File: config.mk
export PLATFORM = sky130hd
export DESIGN_NAME = axi_reg_file
export DESIGN_NICKNAME = d
export VERILOG_FILES = /design/src/rtl/axi_reg_file_pkg.sv /design/src/rtl/axi_reg_file_wr_merge.sv /design/src/rtl/axi_reg_file.sv
export SDC_FILE = /design/constraint.sdc
export NUM_CORES = 1
export LEC_CHECK = 0
export CORE_AREA = 2 2 116 118
export DETAILED_ROUTE_END_ITERATION = 10
export DIE_AREA = 0 0 118 120
export DONT_BUFFER_PORTS = 1
export PLACE_DENSITY = 0.7
export SLEW_MARGIN = 40
export SYNTH_ARGS = -nofsm -noshare
export SYNTH_HDL_FRONTEND = slang
export SYNTH_SLANG_ARGS = --single-unit
File: constraint.sdc
create_clock -name i_clk -period 3.9 [get_ports i_clk]
set_clock_uncertainty 0.15 [all_clocks]
set_input_delay 0.39 -clock i_clk [delete_from_list [all_inputs] [get_ports i_clk]]
set_output_delay 0.39 -clock i_clk [all_outputs]
set_load 0.02 [all_outputs]
File: src/rtl/axi_reg_file_pkg.sv
// Shared types and helpers for the AXI4-Lite register file.
package axi_reg_file_pkg;

  typedef enum logic [1:0] {
    RESP_OKAY   = 2'b00,
    RESP_SLVERR = 2'b10
  } axi_resp_e;

  typedef enum logic {
    R_IDLE = 1'b0,
    R_DATA = 1'b1
  } rd_state_e;

  // Expands a byte-strobe vector (up to 8 lanes) into a per-bit mask.
  function automatic logic [63:0] strb_to_mask(input logic [7:0] strb);
    logic [63:0] mask;
    mask = '0;
    for (int i = 0; i < 8; i++) begin
      mask[i*8 +: 8] = {8{strb[i]}};
    end
    return mask;
  endfunction

endpackage

File: src/rtl/axi_reg_file_wr_merge.sv
// Combinational write merge for one register: byte lanes with strobe set take
// the new data, unstrobed lanes and read-only bits keep the old value.
module axi_reg_file_wr_merge
  import axi_reg_file_pkg::*;
#(
  parameter int DATA_W = 32
) (
  input  logic [DATA_W-1:0]   old_val,
  input  logic [DATA_W-1:0]   new_val,
  input  logic [DATA_W/8-1:0] strb,
  input  logic [DATA_W-1:0]   ro_mask,
  output logic [DATA_W-1:0]   merged
);

  logic [DATA_W-1:0] wr_mask;

  assign wr_mask = DATA_W'(strb_to_mask(8'(strb))) & ~ro_mask;
  assign merged  = (old_val & ~wr_mask) | (new_val & wr_mask);

endmodule

File: src/rtl/axi_reg_file.sv
// AXI4-Lite slave register file: NUM_REGS word registers with per-bit reset
// value and read-only mask, byte-strobed writes and per-register write pulses.
// DATA_W must be 32 or 64.
// Optional macro AXI_REG_FILE_SHADOW_EN: writes land in a shadow copy that is
// transferred to o_reg_val when i_commit is asserted.
module axi_reg_file
  import axi_reg_file_pkg::*;
#(
  parameter int                         NUM_REGS    = 3,
  parameter int                         ADDR_W      = 8,
  parameter int                         DATA_W      = 32,
  parameter logic [NUM_REGS*DATA_W-1:0] RESET_VALUE = '0,
  parameter logic [NUM_REGS*DATA_W-1:0] RO_MASK     = '0
) (
  input  logic                         i_clk,
  input  logic                         i_rst,
  input  logic                         i_awvalid,
  output logic                         o_awready,
  input  logic [ADDR_W-1:0]            i_awaddr,
  input  logic                         i_wvalid,
  output logic                         o_wready,
  input  logic [DATA_W-1:0]            i_wdata,
  input  logic [DATA_W/8-1:0]          i_wstrb,
  output logic                         o_bvalid,
  input  logic                         i_bready,
  output logic [1:0]                   o_bresp,
  input  logic                         i_arvalid,
  output logic                         o_arready,
  input  logic [ADDR_W-1:0]            i_araddr,
  output logic                         o_rvalid,
  input  logic                         i_rready,
  output logic [DATA_W-1:0]            o_rdata,
  output logic [1:0]                   o_rresp,
  output logic [NUM_REGS*DATA_W-1:0]   o_reg_val,
  input  logic [NUM_REGS*DATA_W-1:0]   i_hw_val,
`ifdef AXI_REG_FILE_SHADOW_EN
  input  logic                         i_commit,
`endif
  output logic [NUM_REGS-1:0]          o_wr_pulse
);

  localparam int                         ADDR_LSB   = $clog2(DATA_W/8);
  localparam logic [ADDR_W-1:0]          NUM_REGS_A = ADDR_W'(NUM_REGS);
  // Only RW bits are stored; RO positions stay zero and are sourced from i_hw_val.
  localparam logic [NUM_REGS*DATA_W-1:0] RESET_RW   = RESET_VALUE & ~RO_MASK;

  logic                       ready_en;
  logic                       aw_held;
  logic                       w_held;
  logic [ADDR_W-1:0]          aw_idx;
  logic [DATA_W-1:0]          w_data;
  logic [DATA_W/8-1:0]        w_strb;
  logic                       bvalid_q;
  axi_resp_e                  bresp_q;
  rd_state_e                  rd_state;
  logic [DATA_W-1:0]          rdata_q;
  axi_resp_e                  rresp_q;
  logic [NUM_REGS*DATA_W-1:0] rw_q;
  logic [NUM_REGS*DATA_W-1:0] rw_next;
  logic [NUM_REGS-1:0]        wr_pulse;
  logic [DATA_W-1:0]          rd_word [NUM_REGS];
  logic [DATA_W-1:0]          rd_sel;
  logic [ADDR_W-1:0]          ar_idx;
  logic                       aw_hs;
  logic                       w_hs;
  logic                       ar_hs;
  logic                       commit;
  logic                       wr_in_range;
  logic                       rd_in_range;

  assign o_awready = ready_en && !aw_held;
  assign o_wready  = ready_en && !w_held;
  assign o_arready = ready_en && (rd_state == R_IDLE);
  assign o_bvalid  = bvalid_q;
  assign o_bresp   = bresp_q;
  assign o_rvalid  = (rd_state == R_DATA);
  assign o_rdata   = rdata_q;
  assign o_rresp   = rresp_q;
  assign o_wr_pulse = wr_pulse;

  assign aw_hs  = i_awvalid && o_awready;
  assign w_hs   = i_wvalid && o_wready;
  assign ar_hs  = i_arvalid && o_arready;
  // A new write may commit once the previous response is gone or leaving now.
  assign commit = aw_held && w_held && (!bvalid_q || i_bready);

  assign wr_in_range = (aw_idx < NUM_REGS_A);
  assign ar_idx      = i_araddr >> ADDR_LSB;
  assign rd_in_range = (ar_idx < NUM_REGS_A);

  // Per-register merge, write pulse and read view.
  for (genvar k = 0; k < NUM_REGS; k++) begin : g_reg
    localparam logic [DATA_W-1:0] RO_K = RO_MASK[k*DATA_W +: DATA_W];
    logic [DATA_W-1:0] merged;

    axi_reg_file_wr_merge #(.DATA_W(DATA_W)) u_merge (
      .old_val (rw_q[k*DATA_W +: DATA_W]),
      .new_val (w_data),
      .strb    (w_strb),
      .ro_mask (RO_K),
      .merged  (merged)
    );

    assign wr_pulse[k] = commit && wr_in_range && (aw_idx == ADDR_W'(k));
    assign rw_next[k*DATA_W +: DATA_W] = wr_pulse[k] ? merged : rw_q[k*DATA_W +: DATA_W];
    assign rd_word[k] = rw_q[k*DATA_W +: DATA_W] | (i_hw_val[k*DATA_W +: DATA_W] & RO_K);
  end

  // Read mux over the addressed register.
  always_comb begin
    // NOTE: default first so every path assigns rd_sel and no latch is inferred.
    rd_sel = '0;
    for (int k = 0; k < NUM_REGS; k++) begin
      if (ar_idx == ADDR_W'(k)) rd_sel = rd_word[k];
    end
  end

  // Write channel capture, commit and response; also holds the RW storage.
  always_ff @(posedge i_clk) begin
    if (i_rst) begin
      // NOTE: sequential state uses non-blocking assignments so all flops update together.
      ready_en <= 1'b0;
      aw_held  <= 1'b0;
      w_held   <= 1'b0;
      aw_idx   <= '0;
      w_data   <= '0;
      w_strb   <= '0;
      bvalid_q <= 1'b0;
      bresp_q  <= RESP_OKAY;
      // NOTE: the register array is plain flops, so it takes its reset value like any other state.
      rw_q     <= RESET_RW;
    end else begin
      ready_en <= 1'b1;
      if (aw_hs) begin
        aw_held <= 1'b1;
        aw_idx  <= i_awaddr >> ADDR_LSB;
      end
      if (w_hs) begin
        w_held <= 1'b1;
        w_data <= i_wdata;
        w_strb <= i_wstrb;
      end
      if (commit) begin
        aw_held  <= 1'b0;
        w_held   <= 1'b0;
        bvalid_q <= 1'b1;
        bresp_q  <= wr_in_range ? RESP_OKAY : RESP_SLVERR;
      end else if (bvalid_q && i_bready) begin
        bvalid_q <= 1'b0;
      end
      rw_q <= rw_next;
    end
  end

  // Read FSM: sample on AR handshake, hold data until R handshake.
  always_ff @(posedge i_clk) begin
    if (i_rst) begin
      rd_state <= R_IDLE;
      rdata_q  <= '0;
      rresp_q  <= RESP_OKAY;
    end else begin
      case (rd_state)
        R_IDLE: begin
          if (ar_hs) begin
            rdata_q  <= rd_in_range ? rd_sel : '0;
            rresp_q  <= rd_in_range ? RESP_OKAY : RESP_SLVERR;
            rd_state <= R_DATA;
          end
        end
        R_DATA: begin
          if (i_rready) rd_state <= R_IDLE;
        end
        default: rd_state <= R_IDLE;
      endcase
    end
  end

`ifdef AXI_REG_FILE_SHADOW_EN
  logic [NUM_REGS*DATA_W-1:0] live_q;

  // Live copy follows the shadow only when software commits.
  always_ff @(posedge i_clk) begin
    if (i_rst) begin
      live_q <= RESET_RW;
    end else if (i_commit) begin
      live_q <= rw_q;
    end
  end

  assign o_reg_val = live_q;
`else
  assign o_reg_val = rw_q;
`endif

endmodule

# After elaboration in Yosys (flattened, before gate mapping)
# Index checks and enable logic that the tools add are counted.
# classes
n_reduce_logical	22
mux	12
n_bitwise	9
eq_ne	4
magnitude_cmp	2
# op_table
op	n
$and 32x32->32	4
$mux 32	4
$or 32x32->32	3
$not 32->32	1
$logic_not 8->1	2
$logic_and 1x1->1	13
$eq 6x1->1 const B	2
$eq 6x2->1 const B	2
$lt 6x2->1 const B	2
$mux 1	5
$mux 2	2
$logic_not 1->1	3
$pmux 1 s2	1
$reduce_and 2->1	1
$reduce_bool 2->1	1
$reduce_or 2->1	1
$logic_or 1x1->1	1
$not 1->1	1
# totals
in_bits	155
output_inout_bits	140
wordCells	63
reg_bits	179

# Depth between registers and ports, before layout
# depth
word_depth	5
mapped_depth	6
ltp_nobuf	3

# Modules after synthesis
# Synthesis repeated with hierarchy kept, for this count alone.
# unflattened
cells_unflattened	978
hier_area_um2	9414.0
# modules_own_cells
mod	area_per_inst_um2	cells_each	seq_area_each_um2	n_inst
axi_reg_file	7267.0	786	3543.4	1
axi_reg_file_wr_merge	715.7	64	0.0	3

# Least setup slack after synthesis
# No wires, ideal clock.
# synth_path
path_type	reg-to-output
start	register aw_idx[5]
end	output port o_wr_pulse[2]
path_buffers	1
t_required_ps	3360
setup_slack_ps	1814
t_arrival_ps	1546
path_stages_with_launch	5
cell_sequence	dfxtp_1 nor4_1 buf_2 nand3_1 nor3b_1
# synth_via
elab_chain_cells	3
elab_cells_between_ends	4
classes_between	1 x order compare; 1 x eq/ne; 2 x reduce/logical
# synth_rtl
element	line	source
start: declaration	axi_reg_file.sv:50	logic [ADDR_W-1:0] aw_idx;
start signal: assignment	axi_reg_file.sv:136	aw_idx <= i_awaddr >> ADDR_LSB;
$lt 6x2->1	axi_reg_file.sv:87	assign wr_in_range = (aw_idx < NUM_REGS_A);
$logic_and 1x1->1	axi_reg_file.sv:104	assign wr_pulse[k] = commit && wr_in_range && (aw_idx == ADDR_W'(k));
$logic_and 1x1->1 (*)	axi_reg_file.sv:104	
end: declaration	axi_reg_file.sv:39	output logic [NUM_REGS-1:0] o_wr_pulse
# Mark *: on every way between the ends. The rest lies on a longest branch, timed or not.

# Final worst setup path
# layout_path
start	register w_held
end	output port o_wr_pulse[1]
# layout_via
elab_chain_cells	4
# layout_rtl
element	line	source
start: declaration	axi_reg_file.sv:49	logic w_held;
start signal: assignment	axi_reg_file.sv:124	w_held <= 1'b0;
start signal: assignment	axi_reg_file.sv:139	w_held <= 1'b1;
start signal: assignment	axi_reg_file.sv:145	w_held <= 1'b0;
$logic_and 1x1->1 (2 in a row)	axi_reg_file.sv:85	assign commit = aw_held && w_held && (!bvalid_q || i_bready);
$logic_and 1x1->1 (2 in a row)	axi_reg_file.sv:104	
# No other way between the ends.

==> flow_summary.toml <==
[outcome]
outcome = "completed"

[global_routing]
grt_pass1_vias = 5547
grt_pass1_wl_um = 30090
grt_start_max_net_pins = 130
grtUsageTotal_pct = 27.32
globalRouteOverflowTotal = 0
antenna_found_initial = 0

[timing]
rsz0062_at_grt = "false"
worst_pin_slew_ns = 0.7788
slew_headroom_pct = 48.03
period_share_pct = 69.72
final-setup-viol-count = 0
drv_slew = 0
finalWorstPathRequiredPeriod_ns = 2.719
fin_tns_setup_ns = 0
timing.fmax_mhz = 367.8
holdWs_ns = 0.02041
finalHoldViolCount = 0

[worst_setup_path]
crit_arrival_ns = 2.18
reg2reg_slack_ns = 1.61
cp_max_fo = 13
end_kind = "output pin"
rr_worst_depth = 4
critPathKind = "reg2out"
reg2reg_from = "ready_en"
worstReg2RegEnd = "w_data[29]"
startpoint_type = "flop"
worstPathRequired_ns = 3.36

[power]
max-vdd-ir-drop_uv = 275.7
power_density_nw_per_um2 = 473.6
p_leak_nw = 3.372

[yosys]
ys_seq_area_share_pct = 49.92
syn_inst = 738
synth_top_family_by_area = "multiplexers"
synth-compound-area-share_pct = 11.21
yosysWarningCount = 0
synth_edf_count = 0
synth_top_area_share_pct = 49.92
synthAdderAreaFrac_pct = 0
synth_area_um2 = 7098
synth_common_cells = "nand2_1 (201), dfxtp_1 (177), mux2i_1 (134), clkbuf_1 (45), a21oi_1 (41)"
synthFlopType = "dfxtp_1"
synth_area_leaders = "dfxtp_1 (50%), mux2i_1 (19%), nand2_1 (11%)"
syn_avg_cell_area_um2 = 9.618
synth_mux_area_share_pct = 18.90
yosysMostFrequentCell = "nand2_1"
synth-simple-area-share_pct = 16.59
synth_seq_cells = 177
synth.distinct_cells = 28
async_flop_share_pct = 0
yosysTopAreaCell = "dfxtp_1"
synthXorXnorAreaFrac_pct = 0

[routing]
dr.pass1.iters = 5
routed_wirelength_um = 19090
via_count = 5531
avgRoutedWirePerCell_um = 20.31
ant_nets = 0
via_per_inst = 5.884
detail_route.iter0.violations = 391
drc = 0

[floorplan]
num_rows = 42
fp.dieH_um = 120
io_pins = 295
die-area_um2 = 14160
coreArea_um2 = 12980
initial_core_util_pct = 54.68
die_width_um = 118

[finish]
antenna_cells = 0
drive_above_1_share_pct = 5.890
nFillCells = 1065
stdcell_area_um2 = 8320
final_cells = 940
nets = 910
final_util_pct = 64.10
syn2layout_area_growth_pct = 17.22

[hold_path]
min_path_type = "in2reg"
holdPathEnd = "aw_held"
hold_path.startpoint = "i_awvalid"
min_path_cells = 2

[flow_run]
drv_cap = 0

[place]
port_buffers = 0
placedInstanceArea_um2 = 7204
place_congestion = 0.8536
dp.final_hpwl_um = 12660
placed_cells_incl_taps = 866

[cts]
clk_latency_ns = 0.42
clock_sinks = 177
cts_made_buffers = 17
clk_path_buf_depth = 2
htreeDepth = 4
cts_resized = 0
root_buffer = "clkbuf_16"
cts_tree = "yes"
clk_pin_slew_ns = 0.06
==> layer usage <==
metal | GRT usage [%] | routed length, um
met2 | 43.13 | 8788
met4 | 10.99 | 322
met3 | 12.31 | 1926
met1 | 32.49 | 8052
met5 | 0 | 0
==> cells in the final DEF, fill, tap and decap left out, drive strengths merged, types with 10 or more instances in the layout <==
master       synthesis  layout
buf                 12      11
nor2                10      10
o2bb2ai             32      32
dlygate4sd3          0      43
a21oi               41      41
dfxtp              177     177
nand2              201     201
a22o                32      32
mux2i              134     134
clkbuf              45      22
==> power by group <==
part | leakage [nW] | switching [mW] | internal, mW
registers | 1.43 | 0.0242 | 1.83
logic | 1.63 | 0.117 | 0.0768
clock network | 0.312 | 0.667 | 1.22
total | 3.37 | 0.808 | 3.13
==> critical path, stage by stage, from the launching register on <==
cell and delay, ns:
dfxtp_1 0.40, and2_1 0.47, nand3_1 0.24, nor3b_1 0.64
==> through the flow <==
step | setup slack (ns) | total power [mW]
floorplan | 1.814 | 2.024
global placement | 1.595 | 2.032
detailed placement | 1.588 | 2.041
CTS | 1.195 | 3.958
global route | 0.9999 | 4.054
finish | 1.181 | 3.940
==> what timing repair did <==
action	4_1_cts	5_1_grt
hold endpoints to repair	48	0
setup buffers	0	0
hold buffers	44	0
==> cell type report <==
cell class                      count  area, um2  area share, %
Tap cell                          176      220.2          2.647
Multi-Input combinational cell    504       3352          40.29
Sequential cell                   177       3543          42.59
Timing Repair Buffer               54      549.3          6.602
Clock buffer                       22      464.2          5.579
Clock inverter                      6      180.2          2.165
Inverter                            1      11.26         0.1353
==> kinds of logic (layout without fill, tap and decap cells) <==
logic type             after synthesis  count (layout)
multiplexers                       134             134
other                                1               2
AO/OA/AOI/OAI                      108             108
flip-flops                         177             177
AND/OR/NAND/NOR                    260             260
buffers and inverters               58              83
==> worst max-delay path by stage <==
stage / from / endpoint / slack [ns] / depth (start not counted)
global route: o_bvalid / o_wr_pulse[2] / 1.0 / 3
floorplan: aw_idx[5] / o_wr_pulse[2] / 1.81 / 4
detailed placement: aw_idx[5] / flop / 1.59 / 3
finish: w_held / o_wr_pulse[1] / 1.18 / 3
CTS: w_held / o_wr_pulse[2] / 1.19 / 3
global placement: aw_idx[5] / flop / 1.60 / 3
No activity file was read; power rests on OpenSTA's default activity.
